<file path="src/rtl/apb_timer.sv">
// APB3-subset timer completer: 32-bit down-counter with prescaler, one-shot or
// periodic reload, sticky expiry flag and a level interrupt.
module apb_timer #(
   parameter int unsigned PRESCALE_W = 8,
   parameter logic [31:0] LOAD_RST   = 32'h0000_0000
) (
   input  logic        clk,
   input  logic        rst,
   input  logic        psel,
   input  logic        penable,
   input  logic        pwrite,
   input  logic [31:0] paddr,
   input  logic [31:0] pwdata,
   output logic [31:0] prdata,
   output logic        irq
);

   localparam int unsigned DATA_W = 32;
   localparam int unsigned OFF_W  = 10;
   localparam int unsigned PS_LSB = 8;

   localparam logic [OFF_W-1:0] OFF_CTRL   = OFF_W'(0);
   localparam logic [OFF_W-1:0] OFF_LOAD   = OFF_W'(1);
   localparam logic [OFF_W-1:0] OFF_VALUE  = OFF_W'(2);
   localparam logic [OFF_W-1:0] OFF_STATUS = OFF_W'(3);

   typedef enum logic {
      ST_STOPPED = 1'b0,
      ST_RUNNING = 1'b1
   } state_t;

   state_t                  state,    state_nxt;
   logic                    periodic, periodic_nxt;
   logic                    ie,       ie_nxt;
   logic [PRESCALE_W-1:0]   prescale, prescale_nxt;
   logic [PRESCALE_W-1:0]   pcount,   pcount_nxt;
   logic [DATA_W-1:0]       load,     load_nxt;
   logic [DATA_W-1:0]       value,    value_nxt;
   logic                    flag,     flag_nxt;
   logic [DATA_W-1:0]       prdata_nxt;

   logic                    wr_access;
   logic                    rd_setup;
   logic [OFF_W-1:0]        off;
   logic                    running;
   logic                    tick;
   logic                    expire;
   logic [DATA_W-1:0]       rd_data;
   logic                    unused_addr;

   // Only the word offset inside the 4 KiB slot selects a register.
   assign off         = paddr[11:2];
   assign unused_addr = ^{paddr[31:12], paddr[1:0]};

   // Transfer decode and tick generation; tick fires once the prescaler has
   // reached PRESCALE so that shrinking PRESCALE mid-count cannot stall it.
   always_comb begin
      wr_access = psel & penable & pwrite;
      rd_setup  = psel & ~penable & ~pwrite;
      running   = (state == ST_RUNNING);
      tick      = running && (pcount >= prescale);
      expire    = tick && (value == '0);
   end

   // Register read mux, sampled on a read setup.
   always_comb begin
      rd_data = '0;
      case (off)
         OFF_CTRL: begin
            rd_data[0]                   = running;
            rd_data[1]                   = periodic;
            rd_data[2]                   = ie;
            rd_data[PS_LSB +: PRESCALE_W] = prescale;
         end
         OFF_LOAD:   rd_data = load;
         OFF_VALUE:  rd_data = value;
         OFF_STATUS: rd_data[0] = flag;
         default:    rd_data = '0;
      endcase
   end

   // State register with synchronous reset; an abandoned transfer commits nothing.
   always_ff @(posedge clk) begin
      if (rst) begin
         state    <= ST_STOPPED;
         periodic <= 1'b0;
         ie       <= 1'b0;
         prescale <= '0;
         pcount   <= '0;
         load     <= LOAD_RST;
         value    <= '0;
         flag     <= 1'b0;
         prdata   <= '0;
      end else begin
         state    <= state_nxt;
         periodic <= periodic_nxt;
         ie       <= ie_nxt;
         prescale <= prescale_nxt;
         pcount   <= pcount_nxt;
         load     <= load_nxt;
         value    <= value_nxt;
         flag     <= flag_nxt;
         prdata   <= prdata_nxt;
      end
   end

   // Next-state: counting first, then software writes override, then expiry
   // sets FLAG last so it beats a same-edge W1C.
   always_comb begin
      state_nxt    = state;
      periodic_nxt = periodic;
      ie_nxt       = ie;
      prescale_nxt = prescale;
      pcount_nxt   = pcount;
      load_nxt     = load;
      value_nxt    = value;
      flag_nxt     = flag;
      prdata_nxt   = prdata;

      if (running) begin
         pcount_nxt = tick ? '0 : pcount + PRESCALE_W'(1);
         if (tick) begin
            if (value != '0) begin
               value_nxt = value - DATA_W'(1);
            end else if (periodic) begin
               value_nxt = load;
            end else begin
               state_nxt = ST_STOPPED;
            end
         end
      end

      if (wr_access) begin
         case (off)
            OFF_CTRL: begin
               periodic_nxt = pwdata[1];
               ie_nxt       = pwdata[2];
               prescale_nxt = pwdata[PS_LSB +: PRESCALE_W];
               if (pwdata[0]) begin
                  state_nxt = ST_RUNNING;
                  if (!running) begin
                     value_nxt  = load;
                     pcount_nxt = '0;
                  end
               end else begin
                  state_nxt = ST_STOPPED;
               end
            end
            OFF_LOAD: load_nxt = pwdata;
            OFF_STATUS: begin
               if (pwdata[0]) begin
                  flag_nxt = 1'b0;
               end
            end
            default: ;
         endcase
      end

      if (expire) begin
         flag_nxt = 1'b1;
      end

      if (rd_setup) begin
         prdata_nxt = rd_data;
      end
   end

   assign irq = flag & ie;

endmodule

</file>
<file path="config.mk">
export PLATFORM = sky130hd
export DESIGN_NAME = apb_timer
export DESIGN_NICKNAME = d
export VERILOG_FILES = /design/src/rtl/apb_timer.sv
export SDC_FILE = /design/constraint.sdc
export NUM_CORES = 1
export LEC_CHECK = 0
export CAP_MARGIN = 20
export CORE_MARGIN = 10
export CORE_UTILIZATION = 40
export CTS_BUF_LIST = sky130_fd_sc_hd__clkbuf_2
export CTS_CLUSTER_DIAMETER = 100
export DETAILED_ROUTE_END_ITERATION = 7
export SETUP_SLACK_MARGIN = 0.4
export SLEW_MARGIN = 15
export SYNTH_ARGS = -nofsm -noshare
export SYNTH_HDL_FRONTEND = slang
export SYNTH_SLANG_ARGS = --single-unit
</file>
<file path="constraint.sdc">
create_clock -name clk -period 3.31 [get_ports clk]
set_clock_uncertainty 0.15 [all_clocks]
set_input_delay 0.662 -clock clk [delete_from_list [all_inputs] [get_ports clk]]
set_output_delay 0.662 -clock clk [all_outputs]
set_load 0.05 [all_outputs]
</file>
After elaboration in Yosys (flattened, before gate mapping). Cells that the tools add are included.

Equality and inequality tests: 3. Reductions and logical operators: 11. Magnitude comparators: 1. Mux-type cells: 30. Bitwise operators: 7. Add/sub/neg operators: 2.

Operator list (count): $mux 32 (8); $mux 8 (6); $logic_not 32->1 (1); $pmux 16 s2 (1); $reduce_bool 32->1 (1); $sub 32x1->32 const B (1); $pmux 8 s3 (1); $eq 10x2->1 const B (2); $mux 1 (11); $eq 10x1->1 const B (1); $logic_not 10->1 (1); $pmux 5 s2 (1); $add 8x1->8 const B (1); $ge 8x8->1 (1); $pmux 2 s3 (1); $reduce_bool 2->1 (3); $and 1x1->1 (5); $pmux 1 s4 (1); $reduce_and 2->1 (2); $reduce_and 3->1 (1); $logic_and 1x1->1 (2); $not 1->1 (2).

Word-level logic and storage cells: 63. Output and inout port bits: 33. Input bits: 69. Register bits: 116.

Longest topological paths before layout.
Depth in word-level cells: 8. Mapped depth: 10. Mapped depth without buffers: 8.

Least setup slack after synthesis. Ideal clock, no wire load.

Path kind: input port to flip-flop. Start point: input paddr[9]. End point: register value[2]. Path buffers: 2. Path slack: 852 ps. Data arrival time: 2176 ps. Setup time: 133 ps. Required time: 3027 ps. Cell stages on the path: 7. Cells stage by stage: nor4_1 and3_1 nand4_4 clkbuf_8 clkbuf_1 o221ai_1 a21oi_1.

Word-level cells in the longest chain between the ends: 3.

Ends and longest elaborated chain: start, declared (RTL line 12) `input logic [31:0] paddr,`; $logic_not 10->1 (RTL line 134) `case (off)`; $mux 32 (RTL line 134); $mux 32 (RTL line 133) `if (wr_access) begin`; end signal, assigned (RTL line 101) `value <= value_nxt;`; end, declared (RTL line 38) `logic [DATA_W-1:0] value, value_nxt;`.

No other way between the ends. A chain may end at the register's enable or synchronous reset.

Worst setup path in the final report.
Start point: register value[0]. End point: register value[25].

Word-level cells in the longest chain between the ends: 8. Elaborated cells between the ends (all ways): 9. Those cells by class: add/sub: 1; mux: 7; reduce/logical: 1.

Ends and longest elaborated chain: $sub 32x1->32 or $reduce_bool 32->1 (tied branches) (RTL line 124, 123); $mux 32 * (RTL line 123) `if (value != '0) begin`; $mux 32 * (RTL line 122) `if (tick) begin`; $mux 32 * (RTL line 120) `if (running) begin`; $mux 32 (RTL line 141) `if (!running) begin`; $mux 32 (RTL line 139) `if (pwdata[0]) begin`; $mux 32 (RTL line 134); $mux 32 * (RTL line 133).

Mark *: on every way between the ends. The rest lies on a longest branch, timed or not.

==> flow_summary_export.csv <==
group,metric,value,unit
run_status,status,"finished clean",
die,initial_core_util,41.1,%
synthesis,ys.flop_type,"dfxtp_1",
cts,cts_hold_buffers,0,
min_path,hold_class,"in -> reg",
die,die_x,145,µm
sta,rsz0062_at_grt,"no",
cts,cts_made_buffers,17,
global_routing,grt_pass1_vias,5978,
synthesis,synth_top_family_by_area,"simple AND/OR/NAND/NOR gates",
synthesis,synth_xor_area_share,1.12,%
global_routing,grtUsageTotal,18.4,%
cells_and_area,instances_no_fill,1049,
synthesis,synth_adder_area_share,2.20,%
synthesis,synth-seq-area-share,37.0,%
synthesis,ys_ff_latch,116,
die,core_region_area,15300,µm²
placed_design,dp_cells,1015,
setup_path,critical_path_required,3800,ps
route,drt_iter0_drc,631,
global_routing,grt_overflow,0,
cts,cts_tree,"done",
synthesis,syn_area_per_cell,8.32,µm²
cts,cts-htree-levels,4,
power,switching_share,25.2,%
cells_and_area,fillers,1507,
synthesis,syn_area,6270,µm²
cells_and_area,syn2layout_area_growth,19.8,%
power,p_comb_share,8.0,%
placed_design,port_buffers,79,
die,std_cell_rows,45,
cells_and_area,layout_common_cells,"115 x dfxtp_1, 104 x nand2_1, 77 x clkdlybuf4s50_1",
sta,slew_violations,0,
setup_path,worstPathMaxFanout,7,
cts,cts-root-buf,"clkbuf_2",
power,finalPower,2.67,mW
run,cap_violations,0,
sta,finalHoldViolCount,0,
die,die_y,145,µm
sta,tightest_slew,1060,ps
setup_path,worstSetupStartpoint,"value[0]",
cells_and_area,layout-drive-gt1-share,11.7,%
sta,fin_crit_sh,84.4,%
global_routing,grt_max_degree,98,
setup_path,crit_arrival,3290,ps
synthesis,synth_fp_nets,834,
synthesis,syn_inst,754,
power,p_int,2.00,mW
sta,slew_headroom,29.6,%
die,ios,102,
power,power_frac_clock,39.0,%
power,max-vdd-ir-drop,0.165,mV
synthesis,yosysUniqueCellTypes,81,
route,vias,6182,
die,die_area,21100,µm²
setup_path,start_kind,"flip-flop",
power,power_density,356,nW/µm²
route,dr.pass1.iters,6,
cts,clk_pin_slew_worst_paths,190,ps
placed_design,gp_routability_congestion,0.903,
synthesis,synth-compound-area-share,23.3,%
sta,setup_viol,0,
route,via_per_inst,5.89,
cts,cts.path.max_buffers,2,
route,avgRoutedWirePerCell,19.1,µm
placed_design,dp_hpwl,14.2,mm
setup_path,worstSetupPathType,"reg -> reg",
route,drtAntennaViolNets,0,
sta,max_clock_freq,358,MHz
cts,clock-sinks,116,
cells_and_area,final_nets,904,
cts,clk_latency,730,ps
synthesis,yosys.area_share.simple,25.5,%
sta,min_period,2790,ps
power,p_sw,0.673,mW
setup_path,r2r-start,"value[0]",
synthesis,synthMuxAreaShare,4.39,%
synthesis,synthArstFlopShare,0,%
route,drc,0,
power,power_frac_seq,53.0,%
power,leakage,2.74,nW
global_routing,antenna_found_initial,1,
synthesis,yosysWarnings,0,
global_routing,grt_pass1_wl,32.2,mm
min_path,min_from,"pwdata[19]",
sta,finalSetupTns,0,ps
cells_and_area,final_common_cell,"dfxtp_1",
synthesis,synth_edf_count,0,
setup_path,endpoint_kind,"flip-flop",
route,routed_wl,20.0,mm
registers in the layout, summed over array words and instances (netlist names):
name and flops:
prdata 32, load 32, ie 1, periodic 1, pcount 8, value 32, running 1, flag 1
prescale 8
what timing repair did:
| action | CTS | global route |
|---|---|---|
| buffers inserted | 0 | 1 |
| endpoints found under the setup margin | 1 | 21 |
| cloned | 0 | 0 |
| pin swaps | 0 | 1 |
| resized for setup | 1 | 4 |
| hold endpoints to repair | 0 | 0 |
cell type report:
| cell class | instances | area (µm²) | area share (%) |
|---|---|---|---|
| Sequential cell | 116 | 2320 | 30.9 |
| Antenna cell | 1 | 2.50 | 0.0333 |
| Timing Repair Buffer | 110 | 1020 | 13.5 |
| Clock buffer | 20 | 100 | 1.33 |
| Multi-Input combinational cell | 560 | 3570 | 47.5 |
| Tap cell | 211 | 264 | 3.52 |
| Inverter | 19 | 71.3 | 0.950 |
| Clock inverter | 12 | 161 | 2.15 |
logic make-up after synthesis:
logic type,Yosys count
adders and majority gates,11
AOI/OAI and AO/OA,210
xor gates and xnor gates,8
DFF,116
buffers and inverters,78
and+or+nand+nor,305
muxes,26
routing by layer:
layer	global-route usage, %	vias up	routed length [µm]
met3	4.04	33	1470
met4	5.76	0	356
met5	0	-	0
met2	29.2	277	9100
met1	24.3	2931	9060
li1	-	2941	-
metrics by stage:
step	hold slack, ps	worst slack (ps)	instance area (µm²)	util, %
after floorplan	299	852	6270	-
after global placement	297	248	7220	47.3
after detailed placement	304	175	7220	47.3
after CTS	252	455	7480	49.0
after global routing	274	404	7510	49.2
final	301	515	7510	49.2
power groups by stage:
stage | clock, mW | combinational, mW | sequential [mW]
after floorplan | 0 | 0.0670 | 1.49
after global placement | 0 | 0.211 | 1.44
after detailed placement | 0 | 0.213 | 1.45
after CTS | 1.06 | 0.213 | 1.42
after global routing | 1.12 | 0.227 | 1.42
final | 1.04 | 0.213 | 1.42
worst paths after layout:
kind | cells after the start | to | slack (ps)
worst max-delay path | 9 | value[25] | 520
worst min-delay path | 3 | load[19] | 300
worst max register to register | 9 | value[25] | 520
worst min register to register | 2 | prdata[0] | 320
cells in the mapped netlist (4+ instances only):
cell type,count,area share [%]
dfxtp_1,116,37
a21oi_1,62,4.9
nor4_1,9,0.90
a211oi_1,8,0.96
and3_1,7,0.70
clkbuf_8,8,1.8
nor3b_1,5,0.60
a211o_1,4,0.56
o31ai_1,5,0.60
buf_2,12,0.96
a311oi_1,4,0.56
nand3_1,12,0.96
nor3_1,38,3.0
o221ai_1,16,2.2
a221oi_1,22,3.1
ha_1,11,2.2
a31oi_1,9,0.90
o22ai_1,4,0.40
nor4_2,4,0.80
nor2_1,76,4.5
or3_1,5,0.50
nand4_1,9,0.90
xor2_1,7,0.98
a22oi_1,12,1.4
o21ai_1,8,0.64
o21ai_0,19,1.5
nand2_1,104,6.2
o211ai_1,7,0.84
mux2i_1,23,3.7
inv_1,18,1.1
clkbuf_1,35,2.1
worst max-delay path: stages, from the launching register on:
cell	delay, ps
dfxtp_1	410
inv_1	100
ha_1	140
nor4b_2	370
nand4_4	220
nor3_2	540
buf_4	270
a311o_1	130
o211ai_1	80
a211oi_1	280
Note: power is estimated with default switching activity, not from simulation.
